$ cat config.mk
export PLATFORM = sky130hd
export DESIGN_NAME = multi_ir_proximity
export DESIGN_NICKNAME = d
export VERILOG_FILES = /design/src/rtl/multi_ir_proximity.sv
export SDC_FILE = /design/constraint.sdc
export NUM_CORES = 1
export LEC_CHECK = 0
export CAP_MARGIN = 5
export CORE_MARGIN = 4
export CORE_UTILIZATION = 45
export DETAILED_ROUTE_END_ITERATION = 6
export GPL_ROUTABILITY_DRIVEN = 1
export PLACE_DENSITY = 0.71
export SYNTH_ARGS = -nofsm -noshare
export SYNTH_HDL_FRONTEND = slang
export SYNTH_SLANG_ARGS = --single-unit
$ cat constraint.sdc
create_clock -name clk -period 2.3 [get_ports clk]
set_input_delay 0.23 -clock clk [delete_from_list [all_inputs] [get_ports clk]]
set_output_delay 0.23 -clock clk [all_outputs]
set_load 0.03 [all_outputs]
$ cat src/rtl/multi_ir_proximity.sv
// Multi-channel IR proximity front end: synchronise, debounce and edge-detect each sensor,
// then summarise presence and latch rising edges until acknowledged.
module multi_ir_proximity #(
  parameter int CHANNELS   = 4,
  parameter int COUNT      = 5,
  parameter bit ACTIVE_LOW = 1'b0
) (
  input  logic                          clk,
  input  logic                          rst,
  input  logic [CHANNELS-1:0]           sensor_i,
  input  logic [CHANNELS-1:0]           enable_i,
  input  logic                          ack_i,
  output logic [CHANNELS-1:0]           object,
  output logic [CHANNELS-1:0]           rise_o,
  output logic [CHANNELS-1:0]           fall_o,
  output logic                          any_o,
  output logic [$clog2(CHANNELS+1)-1:0] count_o,
  output logic                          event_o,
  output logic [CHANNELS-1:0]           pending_o
);

  localparam int CW = $clog2(COUNT + 1);
  localparam int NW = $clog2(CHANNELS + 1);
  localparam logic [CW-1:0] LAST = CW'(COUNT - 1);
  // Raw level that corresponds to "no object", so reset never looks like a detection.
  localparam logic [CHANNELS-1:0] IDLE_LEVEL = {CHANNELS{ACTIVE_LOW}};

  logic [CHANNELS-1:0] sync1_q, sync2_q;
  logic [CHANNELS-1:0] s;
  logic [CW-1:0]       cnt_q [CHANNELS];
  logic [CW-1:0]       cnt_d [CHANNELS];
  logic [CHANNELS-1:0] object_q, object_d;
  logic [CHANNELS-1:0] rise_q, rise_d;
  logic [CHANNELS-1:0] fall_q, fall_d;
  logic [CHANNELS-1:0] pending_q, pending_d;

  always_comb begin
    s        = sync2_q ^ IDLE_LEVEL;
    cnt_d    = cnt_q;
    object_d = object_q;
    for (int i = 0; i < CHANNELS; i++) begin
      if (!enable_i[i]) begin
        cnt_d[i]    = '0;
        object_d[i] = 1'b0;
      end else if (s[i] == object_q[i]) begin
        cnt_d[i] = '0;
      end else if (cnt_q[i] == LAST) begin
        object_d[i] = s[i];
        cnt_d[i]    = '0;
      end else begin
        cnt_d[i] = cnt_q[i] + 1'b1;
      end
    end
    rise_d    = object_d & ~object_q;
    fall_d    = ~object_d & object_q;
    // A rise on the acknowledge edge must survive the clear.
    pending_d = (ack_i ? '0 : pending_q) | rise_d;
  end

  always_ff @(posedge clk or posedge rst) begin
    if (rst) begin
      sync1_q   <= IDLE_LEVEL;
      sync2_q   <= IDLE_LEVEL;
      object_q  <= '0;
      rise_q    <= '0;
      fall_q    <= '0;
      pending_q <= '0;
      for (int i = 0; i < CHANNELS; i++) cnt_q[i] <= '0;
    end else begin
      sync1_q   <= sensor_i;
      sync2_q   <= sync1_q;
      object_q  <= object_d;
      rise_q    <= rise_d;
      fall_q    <= fall_d;
      pending_q <= pending_d;
      for (int i = 0; i < CHANNELS; i++) cnt_q[i] <= cnt_d[i];
    end
  end

  always_comb begin
    count_o = '0;
    for (int i = 0; i < CHANNELS; i++) count_o = count_o + NW'(object_q[i]);
  end

  assign object    = object_q;
  assign rise_o    = rise_q;
  assign fall_o    = fall_q;
  assign pending_o = pending_q;
  assign any_o     = |object_q;
  assign event_o   = |pending_q;

endmodule

# Word-level counts from Yosys, hierarchy flattened
# Cells that the tools add are included.
classes:
  eq_ne: 8
  shifts: 0
  n_reduce_logical: 2
  n_div: 0
  order_cmp: 0
  muxes: 25
  bitwise: 5
  multipliers: 0
  add_sub_neg: 7
op_table:
  columns: ["operator", "n"]
  rows:
  - ["$mux 3", 12]
  - ["$add 3x1->3 const B", 4]
  - ["$eq 3x3->1 const B", 4]
  - ["$mux 1", 12]
  - ["$and 4x4->4", 2]
  - ["$not 4->4", 2]
  - ["$reduce_or 4->1", 2]
  - ["$eq 1x1->1", 4]
  - ["$mux 4", 1]
  - ["$or 4x4->4", 1]
  - ["$add 2x1->3", 1]
  - ["$add 3x1->3", 1]
  - ["$add 1x1->2", 1]
word_totals:
  mem_bits_ro: 0
  output_inout_bits: 21
  memories: 0
  ff_bits: 36
  latchBits: 0
  elab_cells: 57
  ram_bits: 0

# Longest topological paths before layout
depth:
  ltp_word: 6
  ltp_mapped: 5
  mapped_depth_nobuf: 5

# Least setup slack after synthesis
# OpenSTA, ideal clock, no wires.
synth_path:
  path_kind: "reg-to-output"
  start: "register object_q[0], in the netlist object[0]"
  end: "output port count_o[1]"
  t_required_ns: 2.070
  path_slack_ns: 0.196
  n_path_buf: 0
  path_stages_with_launch: 6
  arrival_ns: 1.874
  path_cell_list: "dfrtp_1 -> inv_1 -> fa_1 -> inv_1 -> ha_1 -> ha_1"
synth_via:
  elab_chain_len: 3
synth_rtl:
  columns: ["element", "line", "rtl"]
  rows:
  - ["from (decl)", "32", "logic [CHANNELS-1:0] object_q, object_d;"]
  - ["from (signal assigned)", "72", "object_q <= object_d;"]
  - ["$add 1x1->2", "82", "for (int i = 0; i < CHANNELS; i++) count_o = count_o + NW'(object_q[i]);"]
  - ["$add 2x1->3", "82", null]
  - ["$add 3x1->3", "82", null]
  - ["to (decl)", "17", "output logic [$clog2(CHANNELS+1)-1:0] count_o,"]
# No other way between the ends.

# Worst setup path in the final report
# Ends and elaborated chain as after synthesis.

==> impl_metrics.yaml <==
worst_setup_path:
  cp-end-kind: "primary output"
  crit_path_start_kind: "flip-flop"
  path_class: "flip-flop to primary output"
  required_ps: 2070
  arrival_ps: 1970
  path_max_fanout: 3
  regToRegSetupSlack_ps: 910
sta:
  fin_skew_ps: 8.924
  period_minus_slack_ps: 2195
  timing.final.crit_share_pct: 95.45
  tns_ps: 0
  finalHoldViolCount: 0
  slew_viol_final: 0
  tightest_slew_ps: 437.2
  max_slew_margin_pct: 70.85
  timing.fmax_mhz: 455.5
  fin_hold_ws_ps: 282.6
  setup_violations: 0
  rsz0062_at_grt: "no"
global_route:
  met2_usage_pct: 22.94
  gr-usage-met3_pct: 4.722
  grt_overflow_total: 0
  grtUsageTotal_pct: 14.85
  gr-usage-met1_pct: 18.38
  busiest_layer: "met2"
  grt_pass1_wl_mm: 4.912
  first_global_vias: 1154
  grt_max_degree: 37
  antenna_found_initial: 0
clock_tree:
  cts_tree: "built"
  path_clk_slew_ps: 110
  clkSinkCount: 36
  cts_setup_buffers: 0
  clockBufferDepth: 2
  cts_buffers: 5
  clock_latency_ps: 340
  h-tree-depth: 2
  ctsRootBufferMaster: "clkbuf_4"
synth:
  yosys.area.top_type: "dfrtp_1"
  syn-num-nets: 153
  synth.area.top_cells: "dfrtp_1 (57%), ha_1 (8.8%), inv_1 (5.5%), a21bo_2 (2.5%), a21oi_1 (2.2%)"
  synth.top_cell.area_share_pct: 57.28
  synth_seq_cells: 36
  ys_warn_count: 0
  syn_inst: 130
  syn_area_per_cell_um2: 12.10
  yosysSeqAreaShare_pct: 57.28
  netlist_area_mm2: 0.001573
  yosysUniqueCellTypes: 23
routing:
  vias_per_cell: 5.142
  wirelength_mm: 2.930
  ant_nets: 0
  drt_iter0_markers: 47
  dr_total_vias: 1126
  dr.pass1.iters: 4
  drc: 0
  wl_per_cell_um: 13.38
status:
  status: "finished clean"
power:
  p_per_area_mw_per_mm2: 537.4
  leakagePower_uw: 0.0009027
  peakVddDrop_v: 0.0003177
floorplan:
  fp.dieH_um: 67.12
  rows: 21
  die_area_mm2: 0.004505
  die_w_um: 67.12
  io_pins: 32
  initial_core_util_pct: 46.76
  core_mm2: 0.003363
placed_design:
  dpl.hpwl_mm: 2.213
  portBuffers: 31
  globalplace.congestion: 0.7846
layout:
  diodes: 0
  nets: 195
  area_growth_pct: 28.64
  drive_gt1_share_pct: 12.72
hold_path:
  hold_path_class: "input pin to asynchronous set/reset pin"
flow_run:
  drv_cap: 0
-- sequential cells by signal (all words and copies together), names as in the netlist --
name and flops:
cnt_q 12, fall_o 4, object 4, pending_o 4
rise_o 4, s 4, sync1_q 4
-- cell families after synthesis --
| logic type | after synthesis | share of synthesized area (%) |
|---|---|---|
| AOI/OAI and AO/OA | 25 | 13.29 |
| xor gates and xnor gates | 4 | 2.227 |
| adders and majority gates | 12 | 10.02 |
| buffers and inverters | 23 | 5.489 |
| DFF | 36 | 57.28 |
| and+or+nand+nor | 30 | 11.69 |
-- cell usage in the layout (no fill, tap or decap), types with 2 or more instances in the layout --
cell              n
nand4_1           3
a211oi_1          2
a2111oi_0         3
nand2b_1          4
ha_1             11
nor3_1            2
inv_1            23
dfrtp_1          36
o32ai_1           2
nand2_1           3
nand3b_1          4
buf_4             6
a2111oi_2         2
o22ai_1           2
clkbuf_4          5
a21bo_2           4
nor2_1            3
xnor2_1           4
nand3_1           4
or3b_1            4
a21oi_1           7
nor3b_1           3
a211oi_2          2
clkdlybuf4s50_1  28
-- worst paths after layout --
check / from / cells past startpoint / end
worst min register to register: sync1_q[2] / 0 / s[2]
min in group clk: sensor_i[3] / 1 / sync1_q[3]
worst max register to register: cnt_q[6] / 4 / cnt_q[8]
worst max-delay path: object[0] / 6 / count_o[1]
max in group asynchronous: rst / 3 / object[2]
worst min-delay path: rst / 3 / object[1]
-- cell type report --
cell class	count	area, um2
Sequential cell	36	900.9
Multi-Input combinational cell	71	585.6
Timing Repair Buffer	35	330.3
Tap cell	46	57.56
Clock inverter	1	7.507
Clock buffer	7	55.05
Inverter	23	86.33
Fill cell	304	1340
-- power by group --
part | internal [uW] | switching [uW]
Combinational | 34.5 | 44.5
Clock | 150 | 201
Sequential | 647 | 10.6
-- synth_stat cells --
master and count:
a21bo_2 4, dfrtp_1 36, xnor2_1 4, a211oi_1 2, a211oi_2 2, a2111oi_0 3
nand3_1 4, nand4_1 3, fa_1 1, a2111oi_2 2, a21boi_0 1, nand2_1 3
nor3b_1 3, o32ai_1 2, o22ai_1 2, a21oi_1 7, nor3_1 2, ha_1 11
inv_1 23, nor2_1 3, nand2b_1 4, nand3b_1 4, or3b_1 4
-- repair_timing --
item | CTS | global route
endpoints found under the setup margin | 1 | 1
hold buffers | 0 | 0
resized for setup | 3 | 2
-- per-stage QoR --
step           util, %  setup WS [ps]  instances  area [um2]  power, uW
2_1_floorplan        -          196.2        130        1573      712.6
3_3_place_gp     58.44          145.0        211        1966      744.7
3_5_place_dp     58.44          135.9        211        1966      749.5
4_1_cts          60.34          60.67        219        2029       1105
5_1_grt          60.16          1.349        219        2023       1145
6_report         60.16          104.8        219        2023       1087
-- worst max-delay path, cell delays in order, from the launching register on --
cell and delay [ps]:
dfrtp_1 360, inv_1 90, fa_1 530, inv_1 40, ha_1 170, ha_1 270
buf_4 170
-- metal layers --
layer / vias up / part of all wire [%]
met5: - / 0
met4: 0 / 1.9
met3: 7 / 6.3
met2: 44 / 46
met1: 542 / 45
li1: 533 / -
Power figures use the tool's default switching activity.
